`src/rtl/cnn_pkg.sv`:
```
// ---------------------------------------------------------------------------
// cnn_pkg -- shared types and helpers for the CNN output-feature-map blocks.
//
// Contents:
//   mode_e      : source/mode select, FULLY_CONVOL (0) or POOLING (1).
//   pack_fsm_e  : packer FSM states, FILL and STALL.
//   calc_out_w  : packed output word width = header + lanes * sample width.
// ---------------------------------------------------------------------------
package cnn_pkg;

  typedef enum logic {
    FULLY_CONVOL = 1'b0,
    POOLING      = 1'b1
  } mode_e;

  typedef enum logic {
    FILL  = 1'b0,
    STALL = 1'b1
  } pack_fsm_e;

  function automatic int calc_out_w(input int hdr_w, input int lanes, input int data_w);
    return hdr_w + lanes * data_w;
  endfunction

endpackage

```
`src/rtl/ofm_pack_buf.sv`:
```
// ---------------------------------------------------------------------------
// ofm_pack_buf -- packs activation or pooling samples into wide output words.
//
// Samples are accepted on in_valid/in_ready, written MSB-lane first into an
// accumulator, and moved into an output register (out_valid/out_ready) when
// the word is full, flushed, or the mode changes. A word that cannot move
// because the output register is occupied parks the FSM in STALL.
//
// Word layout: { HDR_W copies of mode, lane 0, lane 1, ..., lane LANES-1 }.
// Unfilled lanes are zero.
//
// Ports:
//   clk, rst_n           clock, asynchronous active-low reset
//   sel                  FULLY_CONVOL (0) selects act_data, POOLING (1) pool_data
//   in_valid / in_ready  input sample handshake
//   act_data, pool_data  sample sources, DATA_W bits each
//   flush                pulse, emit the partial word if one exists
//   out_valid/out_ready  output word handshake
//   out_data             packed word, OUT_W bits
//   out_count            number of valid lanes in out_data
//   busy                 accumulator non-empty or out_valid high
//   out_parity           (OFM_PARITY_EN only) even parity over out_data
//
// Build option: define OFM_PARITY_EN to add the out_parity port.
// ---------------------------------------------------------------------------
module ofm_pack_buf
  import cnn_pkg::*;
#(
  parameter int DATA_W = 8,
  parameter int LANES  = 3,
  parameter int HDR_W  = 8
) (
  input  logic                                      clk,
  input  logic                                      rst_n,
  input  logic                                      sel,
  input  logic                                      in_valid,
  output logic                                      in_ready,
  input  logic [DATA_W-1:0]                         act_data,
  input  logic [DATA_W-1:0]                         pool_data,
  input  logic                                      flush,
  output logic                                      out_valid,
  input  logic                                      out_ready,
  output logic [calc_out_w(HDR_W,LANES,DATA_W)-1:0] out_data,
  output logic [3:0]                                out_count,
  output logic                                      busy
`ifdef OFM_PARITY_EN
  ,
  output logic                                      out_parity
`endif
);

  localparam int OUT_W = calc_out_w(HDR_W, LANES, DATA_W);
  localparam int ACC_W = LANES * DATA_W;
  localparam logic [3:0] LAST_LANE = 4'(LANES - 1);

  pack_fsm_e          state_q, state_nxt;
  mode_e              mode_q, mode_nxt, sel_mode;
  logic [ACC_W-1:0]   acc_q, acc_nxt;
  logic [3:0]         lane_cnt_q, cnt_nxt;
  logic [DATA_W-1:0]  din;
  logic               mode_mismatch;
  logic               accept;
  logic               close_word;
  logic               out_free;
  logic               load_out;
  logic               hdr_bit;
  logic [OUT_W-1:0]   word;

  assign sel_mode = mode_e'(sel);
  assign busy     = (lane_cnt_q != 4'd0) || out_valid;

  // NOTE: every combinational output gets a default before any branch so no
  // path leaves a signal unassigned; that is what keeps latches from appearing.
  always_comb begin
    din           = act_data;
    acc_nxt       = acc_q;
    cnt_nxt       = lane_cnt_q;
    mode_nxt      = mode_q;
    close_word    = 1'b0;
    state_nxt     = state_q;

    unique case (sel_mode)
      FULLY_CONVOL: din = act_data;
      POOLING:      din = pool_data;
      default:      din = act_data;
    endcase

    // A mode change against a partially filled word closes that word first;
    // the new sample waits for an empty accumulator.
    mode_mismatch = (lane_cnt_q != 4'd0) && (sel_mode != mode_q);
    in_ready      = (state_q == FILL) && !mode_mismatch;
    accept        = in_valid && in_ready;

    if (accept) begin
      acc_nxt[(LANES - 1 - int'(lane_cnt_q)) * DATA_W +: DATA_W] = din;
      cnt_nxt = lane_cnt_q + 4'd1;
      if (lane_cnt_q == 4'd0) begin
        mode_nxt = sel_mode;
      end
    end

    unique case (state_q)
      FILL: begin
        // cnt_nxt already includes a sample accepted this cycle, so a flush
        // coincident with a handshake carries that sample.
        close_word = (accept && (lane_cnt_q == LAST_LANE))
                   || (flush && (cnt_nxt != 4'd0))
                   || (in_valid && mode_mismatch);
      end
      STALL: close_word = 1'b1;
      default: close_word = 1'b0;
    endcase

    out_free = !out_valid || out_ready;
    load_out = close_word && out_free;

    if (load_out) begin
      state_nxt = FILL;
    end else if (close_word) begin
      state_nxt = STALL;
    end

    hdr_bit = (mode_nxt == POOLING);
    word    = {{HDR_W{hdr_bit}}, acc_nxt};
  end

  // NOTE: sequential state uses non-blocking assignments so every register
  // samples the pre-edge values regardless of statement order.
  always_ff @(posedge clk or negedge rst_n) begin
    if (!rst_n) begin
      state_q <= FILL;
    end else begin
      state_q <= state_nxt;
    end
  end

  // NOTE: the accumulator is reset, not just the lane counter: the unfilled
  // lanes of a partial word are emitted as-is and must be zero.
  always_ff @(posedge clk or negedge rst_n) begin
    if (!rst_n) begin
      acc_q      <= '0;
      lane_cnt_q <= 4'd0;
      mode_q     <= FULLY_CONVOL;
      out_valid  <= 1'b0;
      out_data   <= '0;
      out_count  <= 4'd0;
`ifdef OFM_PARITY_EN
      out_parity <= 1'b0;
`endif
    end else begin
      if (load_out) begin
        out_valid  <= 1'b1;
        out_data   <= word;
        out_count  <= cnt_nxt;
`ifdef OFM_PARITY_EN
        out_parity <= ^word;
`endif
        acc_q      <= '0;
        lane_cnt_q <= 4'd0;
        mode_q     <= mode_nxt;
      end else begin
        if (out_valid && out_ready) begin
          out_valid <= 1'b0;
        end
        acc_q      <= acc_nxt;
        lane_cnt_q <= cnt_nxt;
        mode_q     <= mode_nxt;
      end
    end
  end

endmodule

```
`config.mk`:
```
export PLATFORM = sky130hd
export DESIGN_NAME = ofm_pack_buf
export DESIGN_NICKNAME = d
export VERILOG_FILES = /design/src/rtl/cnn_pkg.sv /design/src/rtl/ofm_pack_buf.sv
export SDC_FILE = /design/constraint.sdc
export NUM_CORES = 1
export LEC_CHECK = 0
export BUFFER_PORTS_ARGS = -buffer_cell sky130_fd_sc_hd__buf_2
export CAP_MARGIN = 20
export CORE_UTILIZATION = 46
export DETAILED_ROUTE_END_ITERATION = 10
export PLACE_DENSITY_LB_ADDON = 0.15
export SLEW_MARGIN = 20
export SYNTH_ARGS = -nofsm -noshare
export SYNTH_HDL_FRONTEND = slang
export SYNTH_SLANG_ARGS = --single-unit
```
`constraint.sdc`:
```
create_clock -name clk -period 4.1 [get_ports clk]
set_clock_uncertainty 0.05 [all_clocks]
set_input_delay 0.41 -clock clk [delete_from_list [all_inputs] [get_ports clk]]
set_output_delay 0.41 -clock clk [all_outputs]
set_load 0.01 [all_outputs]
```
==> results of run 1 <==
-- path summary, 6_finish.rpt --
kind | from | end | slack, ns
hold reg to reg | out_count[1] | out_count[1] | 0.43
min in group clk | out_ready | state_q | 0.31
max in group asynchronous | rst_n | out_data[21] | 3.13
hold / removal | rst_n | acc_q[3] | -0.01
setup reg to reg | lane_cnt_q[0] | out_data[19] | 0.56
setup / recovery | lane_cnt_q[0] | out_data[19] | 0.56
-- routing by layer --
layer / vias to the layer above / track usage [%] / part of all wire, %
met5: - / 0 / 0
met4: 0 / 8.93 / 1.8
met3: 9 / 3.26 / 3.4
met2: 33 / 30.8 / 48
met1: 987 / 25.4 / 46
li1: 1014 / - / -
-- worst max-delay path, stage by stage (launching register included) --
cell and delay (ns):
dfrtp_1 0.55, inv_1 0.20, ha_1 0.48, nand3_1 0.11, ha_1 0.30, nand4bb_1 0.18
nor4_1 0.25, nand3_1 0.18, or4_1 0.69, mux2i_1 0.31, mux2i_1 0.11
-- report_power, final --
group / internal [mW] / total [mW] / switching [mW]
registers: 0.669 / 0.737 / 0.0676
logic: 0.406 / 0.944 / 0.538
clock network: 0.358 / 0.594 / 0.236
-- registers in the layout, indices dropped and copies added, names as in the netlist --
| name | cells |
|---|---|
| acc_q | 24 |
| lane_cnt_q | 4 |
| mode_q | 1 |
| out_count | 4 |
| out_data | 25 |
| out_valid | 1 |
| state_q | 1 |
-- cells in the final DEF, fill, tap and decap left out, types with 2 or more instances in the layout --
cell type,netlist,final
nor2_1,32,32
buf_4,9,3
nand4b_1,2,2
clkbuf_1,2,2
dfrtp_1,60,60
inv_1,30,30
mux2_2,10,10
o211ai_1,3,3
nand3_1,7,7
bufinv_16,0,2
nand2_1,6,6
and3_1,2,2
buf_2,8,60
nor2b_1,9,9
or4_1,2,2
ha_1,9,9
mux2i_1,50,50
xnor2_1,4,4
clkbuf_8,0,10
nand2b_1,2,2
mux2_1,3,3
xor2_1,2,2
xnor2_2,2,2
nor4_1,2,2
-- logic make-up (layout without fill, tap and decap cells) --
kind of cell    Yosys count  in the layout  share of synthesized area (%)
compound gates           11             11                           3.39
xor+xnor                  8              8                           2.75
fa+ha+maj                 9              9                           3.63
buf+inv                  51            110                           8.07
flops                    60             60                           48.4
mux                      64             64                           21.4
simple gates             72             72                           12.4
-- layout make-up --
class,instances,area [um2]
Clock buffer,12,145
Clock inverter,4,72.6
Fill cell,567,2800
Inverter,30,113
Multi-Input combinational cell,164,1360
Sequential cell,60,1500
Tap cell,77,96.3
Timing Repair Buffer,64,343
-- per-stage QoR --
step,instances,util (%),hold slack [ns],area [um2],setup slack [ns]
6_report,411,56.5,-0.00999,3630,0.557
5_1_grt,411,56.5,0.0479,3630,0.337
4_1_cts,411,56.5,0.000461,3630,0.564
3_5_place_dp,395,53.1,0.371,3410,0.587
3_3_place_gp,395,53.1,0.365,3410,0.692
2_1_floorplan,275,-,0.0644,3100,0.694
==> results.json, run 1 <==
{
  "required_ns": 4.26,
  "yosysTopAreaCell": "dfrtp_1",
  "cts.reportedPaths.clkPinSlew_ns": 0.07,
  "start_util_pct": 48.3,
  "synth.top_cell.area_share_pct": 48.4,
  "synth-seq-cells": 60,
  "fmax_ghz": 0.282,
  "r2r.worst_path.cells": 10,
  "port_buffers": 60,
  "routedWlPerCell_um": 14.9,
  "first_pass_iters": 7,
  "rsz0062_at_grt": "no",
  "clock_sinks": 60,
  "crit_arrival_ns": 3.71,
  "yosysUniqueCellTypes": 40,
  "die_width_um": 84.1,
  "post-synth-top-count-cell": "dfrtp_1",
  "yosysWarnings": 0,
  "p_per_area_nw_per_um2": 627,
  "core_um2": 6420,
  "die_y_um": 84.1,
  "finalCritPeriodShare_pct": 86.4,
  "drtAntennaViolNets": 0,
  "io_pins": 61,
  "drtIter0Drc": 51,
  "num_vias": 2043,
  "yosys-top-cells-area": "dfrtp_1 48%, mux2i_1 16%, nor2_1 3.9%, ha_1 3.6%, inv_1 3.6%",
  "cts_buffer_depth": 2,
  "outcome": "finished with violations",
  "layout_min_cycle_time_ns": 3.54,
  "htree_levels": 3,
  "nets": 360,
  "setup_viol": 0,
  "grtUsageTotal_pct": 19.2,
  "wl_mm": 6.13,
  "antenna_cells": 0,
  "cp_max_fo": 12,
  "async_flop_share_pct": 100,
  "worst_pin_slew_ns": 1.03,
  "slew_headroom_pct": 30.9,
  "ys.flop_type": "dfrtp_1",
  "synth_common_cells": "60 x dfrtp_1, 50 x mux2i_1, 32 x nor2_1",
  "syn_avg_cell_area_um2": 11.3,
  "synth_edf_count": 0,
  "endpoint_kind": "flip-flop",
  "dp_hpwl_mm": 4.24,
  "detail_route.vias_per_cell": 4.97,
  "die_area_um2": 7070,
  "place.gp.congestion": 0.761,
  "tritoncts": "done",
  "grt_pass1_wl_mm": 10.3,
  "drc": 2,
  "cts_buffers": 9,
  "min_path_type": "input port to asynchronous set/reset pin",
  "cts-hold-fix-buffers": 0,
  "clock_latency_ns": 0.33,
  "peakVddDrop_v": 0.000339,
  "layout-drive-gt1-share_pct": 28.7,
  "path_class": "flip-flop to flip-flop",
  "synth_sequential_area_ratio_pct": 48.4,
  "start_kind": "flip-flop",
  "max-cap-violations": 0,
  "slew_violations": 0,
  "synth_area_um2": 3100,
  "grt_pass1_vias": 2045,
  "power_mw": 2.28,
  "hold_viol": 22,
  "cts-root-buf": "clkbuf_8",
  "grt_max_degree": 52,
  "synth_nets": 306,
  "setup-tns-final_ns": 0,
  "antenna_found_initial": 0,
  "violations": "design-rule violations, negative hold slack",
  "cts_resized": 0,
  "hold-worst-slack_ns": -0.00999,
  "leakagePower_nw": 1.90,
  "rows": 29,
  "syn_to_final_growth_pct": 17.0,
  "cts_setup_buffers": 0,
  "synthCells": 275,
  "grt.overflow.total": 0
}
(Power assumes the default switching activity.)
==> inputs of run 2 (changes only) <==
- clock period: 4.1 -> 3.5 ns (I/O delays scaled with it)
==> run 2 against run 1 <==
Against the previous run: the run ends with design-rule violations left; final area is 2.2% higher; core utilization is 1.3 points higher; via count is 2.5% higher; critical path depth is 1 higher; hold slack better by 0.12 ns; routed wire length hardly changed; non-clock buffer count is 7 higher; combinational power is 23% higher; final cell count is 1.7% higher.
==> results.json, run 2 (synthesized netlist as in run 1, its figures left out) <==
{
  "layoutNonFillerInstCount": 418,
  "port_buffers": 60,
  "required_ns": 3.65,
  "grt.overflow.total": 0,
  "hold_viol": 0,
  "clock_sinks": 60,
  "nets": 367,
  "worst_pin_slew_ns": 0.946,
  "layout_min_cycle_time_ns": 3.22,
  "wl_mm": 6.13,
  "detail_route.vias_per_cell": 5.01,
  "r2r-start": "lane_cnt_q[0]",
  "r2r.worst_path.cells": 11,
  "dp_hpwl_mm": 4.38,
  "grtUsageTotal_pct": 19.8,
  "cp_max_fo": 9,
  "htree_levels": 3,
  "largest_registers": "out_data (25), acc_q (24)",
  "cp_slowest_cell": "or4_4",
  "outcome": "finished with violations",
  "endpoint_kind": "flip-flop",
  "fmax_ghz": 0.310,
  "r2r_slack_ns": 0.28,
  "largest_register_ffs": 25,
  "io_pins": 61,
  "violations": "design-rule violations",
  "fin_area_um2": 3710,
  "leakagePower_nw": 1.94,
  "grt_pass1_wl_mm": 10.5,
  "fin_util_pct": 57.7,
  "worstReg2RegEnd": "out_data[22]",
  "syn_to_final_growth_pct": 19.6,
  "slew_violations": 0,
  "start_kind": "flip-flop",
  "grt_pass1_vias": 2103,
  "p_per_area_nw_per_um2": 750,
  "cts_buffers": 9,
  "tritoncts": "done",
  "slew_headroom_pct": 37.0,
  "setup-tns-final_ns": 0,
  "dp_cells": 402,
  "max-cap-violations": 0,
  "path_class": "flip-flop to flip-flop",
  "die_width_um": 84.1,
  "hold-worst-slack_ns": 0.105,
  "drtAntennaViolNets": 0,
  "antenna_found_initial": 0,
  "drtIter0Drc": 90,
  "grt_max_degree": 43,
  "min_path_type": "input port to asynchronous set/reset pin",
  "crit_arrival_ns": 3.38,
  "max_stage_delay_ns": 0.56,
  "placed_area_um2": 3450,
  "antenna_cells": 0,
  "finalCritPeriodShare_pct": 92.1,
  "die_y_um": 84.1,
  "regMostFlops": "out_data",
  "die_area_um2": 7070,
  "routedWlPerCell_um": 14.7,
  "start_util_pct": 48.3,
  "cts_buffer_depth": 2,
  "cts-root-buf": "clkbuf_8",
  "cts.reportedPaths.clkPinSlew_ns": 0.07,
  "place.gp.congestion": 0.783,
  "peakVddDrop_v": 0.000383,
  "clock_latency_ns": 0.33,
  "num_vias": 2094,
  "core_um2": 6420,
  "drc": 2,
  "cp_top_family": "simple AND/OR/NAND/NOR gates",
  "worst-path-buf-inv": 1,
  "layout-drive-gt1-share_pct": 31.7,
  "rows": 29,
  "rsz0062_at_grt": "no",
  "final_cell_mix": "60 x dfrtp_1, 60 x buf_2, 49 x mux2i_1",
  "first_pass_iters": 7,
  "path_cells": "ha_2, nor3_1, buf_4, nand3_1, ha_1, nand4bb_1, nor4_1, nand3_1, or4_4, mux2i_1, mux2i_1",
  "cts-hold-fix-buffers": 0,
  "setup_viol": 0
}
## run 2: how the worst max path moves through the flow
stage,startpoint,endpoint,slack [ns],cells past startpoint
final,lane_cnt_q[0],out_data[22],0.28,11
after floorplan,lane_cnt_q[1],out_data[16],0.09,12
after global placement,lane_cnt_q[0],out_data[21],0.20,11
after detailed placement,lane_cnt_q[0],out_data[22],0.08,11
after global routing,lane_cnt_q[0],out_data[22],0.004,11
after CTS,lane_cnt_q[0],out_data[22],0.05,11
## run 2: stage by stage
stage | power (mW) | setup slack [ns]
after floorplan | 1.77 | 0.0943
after global placement | 2.00 | 0.200
after detailed placement | 2.02 | 0.0846
after CTS | 2.81 | 0.0531
after global routing | 2.97 | 0.00405
final | 2.78 | 0.276
## run 2: area by class of cell
class / instances / area (um2)
flip-flops and latches: 60 / 1500
clock inverters: 6 / 111
clock buffers: 10 / 138
inverters: 30 / 113
well taps: 77 / 96.3
fillers: 590 / 2720
multi-input cells: 164 / 1370
repair buffers: 71 / 383
## run 2: power breakdown
part / switching, mW / internal, mW / total [mW]
logic: 0.657 / 0.504 / 1.16
clock network: 0.276 / 0.492 / 0.768
registers: 0.0667 / 0.784 / 0.851
## run 2: repair_timing
action,in CTS,in global routing
endpoints found under the setup margin,0,16
setup buffers,0,0
resized for setup,0,3
## run 2: layer usage
| metal | up-vias | share of wire [%] | track usage [%] |
|---|---|---|---|
| met3 | 8 | 3.0 | 4.06 |
| met1 | 1028 | 47 | 25.9 |
| met2 | 28 | 48 | 30.8 |
| met4 | 0 | 1.6 | 10.7 |
| li1 | 1030 | - | - |
| met5 | - | 0 | 0 |
